<file path="src/rtl/exp_golomb_k_decoder.sv">
// Serial Exp-Golomb order-k decoder.
// A codeword is consumed one bit per accepted cycle, MSB first. The decoded
// value and the codeword length are presented on a valid/ready output port.
// Build option: define EXP_GOLOMB_SIGNED_EN to emit the signed mapping se(v)
// instead of the unsigned codeNum. Length and timing are the same either way.
module exp_golomb_k_decoder #(
  parameter int DATA_WIDTH = 16,
  parameter int K_ORDER    = 0
) (
  input  logic                              clk_i,
  input  logic                              rstn_i,
  input  logic                              dft_tm_i,
  input  logic                              dt_i,
  input  logic                              valid_i,
  output logic                              ready_o,
  output logic [DATA_WIDTH-1:0]             dt_o,
  output logic [$clog2(2*DATA_WIDTH):0]     len_o,
  output logic                              valid_o,
  input  logic                              ready_i,
  output logic                              err_o
);

  // Counter width matches the length port; it covers both the zero count
  // and the full codeword length 2N+k+1.
  localparam int CW = $clog2(2*DATA_WIDTH) + 1;

  // Largest prefix zero count that still yields a value fitting DATA_WIDTH.
  localparam logic [CW-1:0]         Z_MAX = CW'(DATA_WIDTH - 1 - K_ORDER);
  localparam logic [CW-1:0]         K_C   = CW'(K_ORDER);
  localparam logic [DATA_WIDTH:0]   ONE_B = {{DATA_WIDTH{1'b0}}, 1'b1};
  localparam logic [DATA_WIDTH:0]   K_POW = ONE_B << K_ORDER;

  typedef enum logic [1:0] {
    S_PREFIX = 2'd0,
    S_SUFFIX = 2'd1,
    S_OUT    = 2'd2,
    S_ERR    = 2'd3
  } state_t;

  state_t                 state_reg;
  logic [CW-1:0]          zcnt_reg;
  logic [CW-1:0]          scnt_reg;
  logic [DATA_WIDTH:0]    b_reg;

  logic                   rst_int_n;
  logic [DATA_WIDTH:0]    b_shift;
  logic [DATA_WIDTH:0]    b_fin;
  logic [DATA_WIDTH-1:0]  code_num;
  logic [DATA_WIDTH-1:0]  dt_val;
  logic [CW-1:0]          len_calc;
  logic                   accept;
  logic                   no_suffix;
  logic                   last_suffix;

  // Test mode forces the internal reset inactive regardless of rstn_i.
  assign rst_int_n = rstn_i | dft_tm_i;

  // Bits are taken only while gathering prefix or suffix, never in reset.
  assign ready_o = rst_int_n && ((state_reg == S_PREFIX) || (state_reg == S_SUFFIX));
  assign accept  = valid_i && ready_o;

  // Value and length of the codeword completing on the current accepted bit.
  always_comb begin
    b_shift     = (b_reg << 1) | {{DATA_WIDTH{1'b0}}, dt_i};
    b_fin       = (state_reg == S_PREFIX) ? ONE_B : b_shift;
    code_num    = DATA_WIDTH'(b_fin - K_POW);
`ifdef EXP_GOLOMB_SIGNED_EN
    // Odd codeNum maps to a positive value, even to a negative one.
    if (code_num[0]) begin
      dt_val = (code_num + DATA_WIDTH'(1)) >> 1;
    end else begin
      dt_val = -(code_num >> 1);
    end
`else
    dt_val = code_num;
`endif
    len_calc    = (zcnt_reg << 1) + K_C + CW'(1);
    no_suffix   = ((zcnt_reg + K_C) == '0);
    last_suffix = ((scnt_reg + CW'(1)) == (zcnt_reg + K_C));
  end

  // Decoder FSM with registered result, valid and error outputs.
  always_ff @(posedge clk_i or negedge rst_int_n) begin
    if (!rst_int_n) begin
      state_reg <= S_PREFIX;
      zcnt_reg  <= '0;
      scnt_reg  <= '0;
      b_reg     <= '0;
      dt_o      <= '0;
      len_o     <= '0;
      valid_o   <= 1'b0;
      err_o     <= 1'b0;
    end else begin
      err_o <= 1'b0;
      case (state_reg)
        S_PREFIX: begin
          if (accept) begin
            if (!dt_i) begin
              if (zcnt_reg == Z_MAX) begin
                // Prefix too long for DATA_WIDTH: drop the codeword.
                state_reg <= S_ERR;
                err_o     <= 1'b1;
                zcnt_reg  <= '0;
                scnt_reg  <= '0;
                b_reg     <= '0;
              end else begin
                zcnt_reg <= zcnt_reg + CW'(1);
              end
            end else begin
              b_reg    <= ONE_B;
              scnt_reg <= '0;
              if (no_suffix) begin
                dt_o      <= dt_val;
                len_o     <= len_calc;
                valid_o   <= 1'b1;
                state_reg <= S_OUT;
              end else begin
                state_reg <= S_SUFFIX;
              end
            end
          end
        end
        S_SUFFIX: begin
          if (accept) begin
            b_reg    <= b_shift;
            scnt_reg <= scnt_reg + CW'(1);
            if (last_suffix) begin
              dt_o      <= dt_val;
              len_o     <= len_calc;
              valid_o   <= 1'b1;
              state_reg <= S_OUT;
            end
          end
        end
        S_OUT: begin
          if (ready_i) begin
            valid_o   <= 1'b0;
            zcnt_reg  <= '0;
            scnt_reg  <= '0;
            b_reg     <= '0;
            state_reg <= S_PREFIX;
          end
        end
        default: begin
          zcnt_reg  <= '0;
          scnt_reg  <= '0;
          b_reg     <= '0;
          state_reg <= S_PREFIX;
        end
      endcase
    end
  end

endmodule

</file>
<file path="config.mk">
export PLATFORM = sky130hd
export DESIGN_NAME = exp_golomb_k_decoder
export DESIGN_NICKNAME = d
export VERILOG_FILES = /design/src/rtl/exp_golomb_k_decoder.sv
export SDC_FILE = /design/constraint.sdc
export NUM_CORES = 1
export LEC_CHECK = 0
export BUFFER_PORTS_ARGS = -buffer_cell sky130_fd_sc_hd__buf_2
export CAP_MARGIN = 10
export CORE_MARGIN = 2
export CORE_UTILIZATION = 63
export CTS_CLUSTER_DIAMETER = 100
export DETAILED_ROUTE_END_ITERATION = 16
export PLACE_DENSITY_LB_ADDON = 0.12
export SYNTH_ARGS = -nofsm -noshare
export SYNTH_HDL_FRONTEND = slang
export SYNTH_SLANG_ARGS = --single-unit
</file>
<file path="constraint.sdc">
create_clock -name clk_i -period 5.3 [get_ports clk_i]
set_input_delay 0 -clock clk_i [delete_from_list [all_inputs] [get_ports clk_i]]
set_output_delay 0 -clock clk_i [all_outputs]
set_load 0.02 [all_outputs]
</file>
==> flow_metrics.tcl <==
set metrics [dict create \
    via_count 2295 \
    ys.flop_type "dfrtp_1" \
    syn_to_final_growth_pct 8.895 \
    ant_nets 0 \
    grt_pass1_wl_mm 10.23 \
    synth_area_leader_cell "dfrtp_1" \
    worstMarginPinSlew_ns 1.166 \
    synth-seq-cells 53 \
    status "finished clean" \
    ff2ff_path_depth 4 \
    peakVddDrop_v 0.0002051 \
    synth_fa_ha_area_share_pct 1.727 \
    clk_latency_ns 0.30 \
    initial_utilization_pct 66.10 \
    synth_xor_area_share_pct 3.929 \
    drtIter0Drc 234 \
    cts_setup_buffers 0 \
    synth_top_area_share_pct 45.77 \
    cts_buffer_depth 2 \
    p_leak_nw 1.442 \
    ioPinCount 31 \
    groute.usage.overall_pct 24.82 \
    cts_htree_levels 2 \
    synth-simple-area-share_pct 19.65 \
    max_freq_ghz 0.3176 \
    synthTopCellsByArea "dfrtp_1 (46%), o21ai_0 (5.9%), mux2_1 (5.8%)" \
    crit_path_frequent_cell "dlygate4sd3_1" \
    syn_inst 305 \
    synth_compound_area_share_pct 16.11 \
    muxShareOfSynthArea_pct 8.074 \
    timing.final.crit_share_pct 59.41 \
    avgRoutedWirePerCell_um 15.51 \
    antenna_found_initial 0 \
    reg2reg_to "dt_o[7]" \
    finalHoldViolCount 0 \
    r2r-start "state_reg[1]" \
    fin_setup_tns_ns 0 \
    grt_pass1_vias 2144 \
    p_total_mw 1.573 \
    die-height_um 71.82 \
    grt_max_degree 56 \
    port_buffers 30 \
    num_rows 24 \
    root_buffer "clkbuf_8" \
    worstPathCellList "dlygate4sd3_1, buf_2, nor2_1, dlygate4sd3_1, inv_2, buf_4, a21oi_1, a211o_1, or4_1, o21ai_0" \
    die_w_um 71.82 \
    cts_tree "done" \
    dr.pass1.iters 5 \
    multi_input_area_mm2 0.001434 \
    holdPathEnd "b_reg[0]" \
    layout_commonest_cell "dfrtp_1" \
    endpoint_kind "register" \
    largest_reg_flops 16 \
    globalRouteOverflowTotal 0 \
    layout_common_cells "dfrtp_1 (53), nand2_1 (40), o21ai_0 (34), buf_2 (30), nor2_1 (19)" \
    syn_nets 315 \
    drv_cap 0 \
    cp_slowest_stage_delay_ns 0.66 \
    nets 336 \
    cp.required_ns 5.53 \
    post-route-min-period_ns 3.149 \
    ys_seq_area_share_pct 45.77 \
    die_area_mm2 0.005158 \
    start_kind "input port" \
    synth-async-reset-ratio_pct 100.0 \
    routed_wirelength_mm 5.880 \
    drive_above_1_share_pct 17.13 \
    cts.sinks 53 \
    seq_area_mm2 0.001326 \
    hold_class "in2reg" \
    ys_types 49 \
    final_util_pct 71.97 \
    place_congestion 0.8753 \
    rsz0062_at_grt "false" \
    route.detailed.drc 0 \
    clk_pin_slew_ns 0.09 \
    worstPathMaxFanout 55 \
    viasPerCell 6.055 \
    cp_slowest_cell "a211o_1" \
    synth_top_family_by_area "simple AND/OR/NAND/NOR gates" \
    core_mm2 0.004384 \
    p_per_area_mw_per_mm2 498.6 \
    finClkSkew_ns 0.007899 \
    yosys_warnings 0 \
    tritoncts.num_buffers 5 \
    crit_arrival_ns 3.38 \
    hp-start "dt_i" \
    finalSetupViolCount 0 \
    slew_violations 0 \
    crit_type "in2reg" \
    synth_edf_count 0 \
    setup.reg_to_reg.worst_slack_ns 2.41 \
    synth_area_mm2 0.002898 \
    antenna-diode-count 0 \
    syn_avg_cell_area_um2 9.501 \
    post-dp-hpwl_mm 3.990 \
    whs_path_depth 3 \
    fill_cells 342 \
    timing.slew.headroom_pct 22.01 \
]
## repair_timing
action | CTS | global route
hold endpoints to repair | 54 | 0
hold buffers | 3 | 0
resized for setup | 0 | 0
## worst max path at each step
| stage | startpoint | endpoint | slack (ns) | depth (start not counted) |
|---|---|---|---|---|
| 2_1_floorplan | dft_tm_i | state_reg[0] | 2.95 | 7 |
| 3_3_place_gp | state_reg[1] | dt_o[7] | 2.58 | 4 |
| 3_5_place_dp | state_reg[1] | dt_o[7] | 2.43 | 4 |
| 4_1_cts | rstn_i | scnt_reg[3] | 2.11 | 10 |
| 5_1_grt | rstn_i | scnt_reg[3] | 1.82 | 10 |
| 6_report | rstn_i | scnt_reg[3] | 2.15 | 10 |
## per-layer routing
metal,track usage [%],wire length (um),up-vias,share of wire (%)
met3,4.923,300,2,5.1
li1,-,-,1123,-
met4,7.128,31,0,0.53
met2,36.32,2607,64,44
met5,0,0,-,0
met1,37.65,2940,1106,50
## area by class of cell
cell class | count | share of cell area (%)
inverters | 7 | 0.8327
multi-input cells | 223 | 45.44
flip-flops and latches | 53 | 42.03
clock buffers | 7 | 3.053
clock inverters | 1 | 0.1586
well taps | 52 | 2.062
repair buffers | 36 | 6.423
## worst max-delay path: cells and delay by family
| family | cells | cell delay [ns] |
|---|---|---|
| compound gates | 3 | 0.89 |
| buf+inv | 5 | 1.78 |
| simple gates | 2 | 0.69 |
## cell families after synthesis
logic type      count (synthesis)
mux                            21
flops                          53
xor+xnor                       13
buf+inv                        29
simple gates                  111
fa+ha+maj                       4
compound gates                 74
## Yosys cell counts (all sizes together), types with 2 or more instances
cell type	n
xor2	3
o21a	5
mux2	19
and3	4
nor3b	2
nand3	9
ha	4
nor2	19
o21ai	34
buf	7
mux2i	2
clkbuf	15
nor3	5
a211oi	2
a21oi	14
or4	6
nand2b	5
xnor2	10
inv	7
nor4	7
o31ai	6
dfrtp	53
or3	2
nand2	40
or2	5
a311oi	2
a31oi	3
## report_power, final
group          total, mW  switching (mW)  internal [mW]
logic              0.731           0.448          0.283
clock network      0.248           0.130          0.118
registers          0.594           0.101          0.493
total               1.57           0.679          0.895
## through the flow
step / cell area, um2 / instances / hold slack (ns) / setup WS [ns]
finish: 3156 / 379 / 0.03912 / 2.151
CTS: 3156 / 379 / 0.03731 / 2.114
floorplan: 2898 / 305 / 0.1673 / 2.955
global route: 3156 / 379 / 0.1020 / 1.821
detailed placement: 3024 / 368 / 0.2695 / 2.428
global placement: 3024 / 368 / 0.2680 / 2.577
No activity file was read; power rests on OpenSTA's default activity.
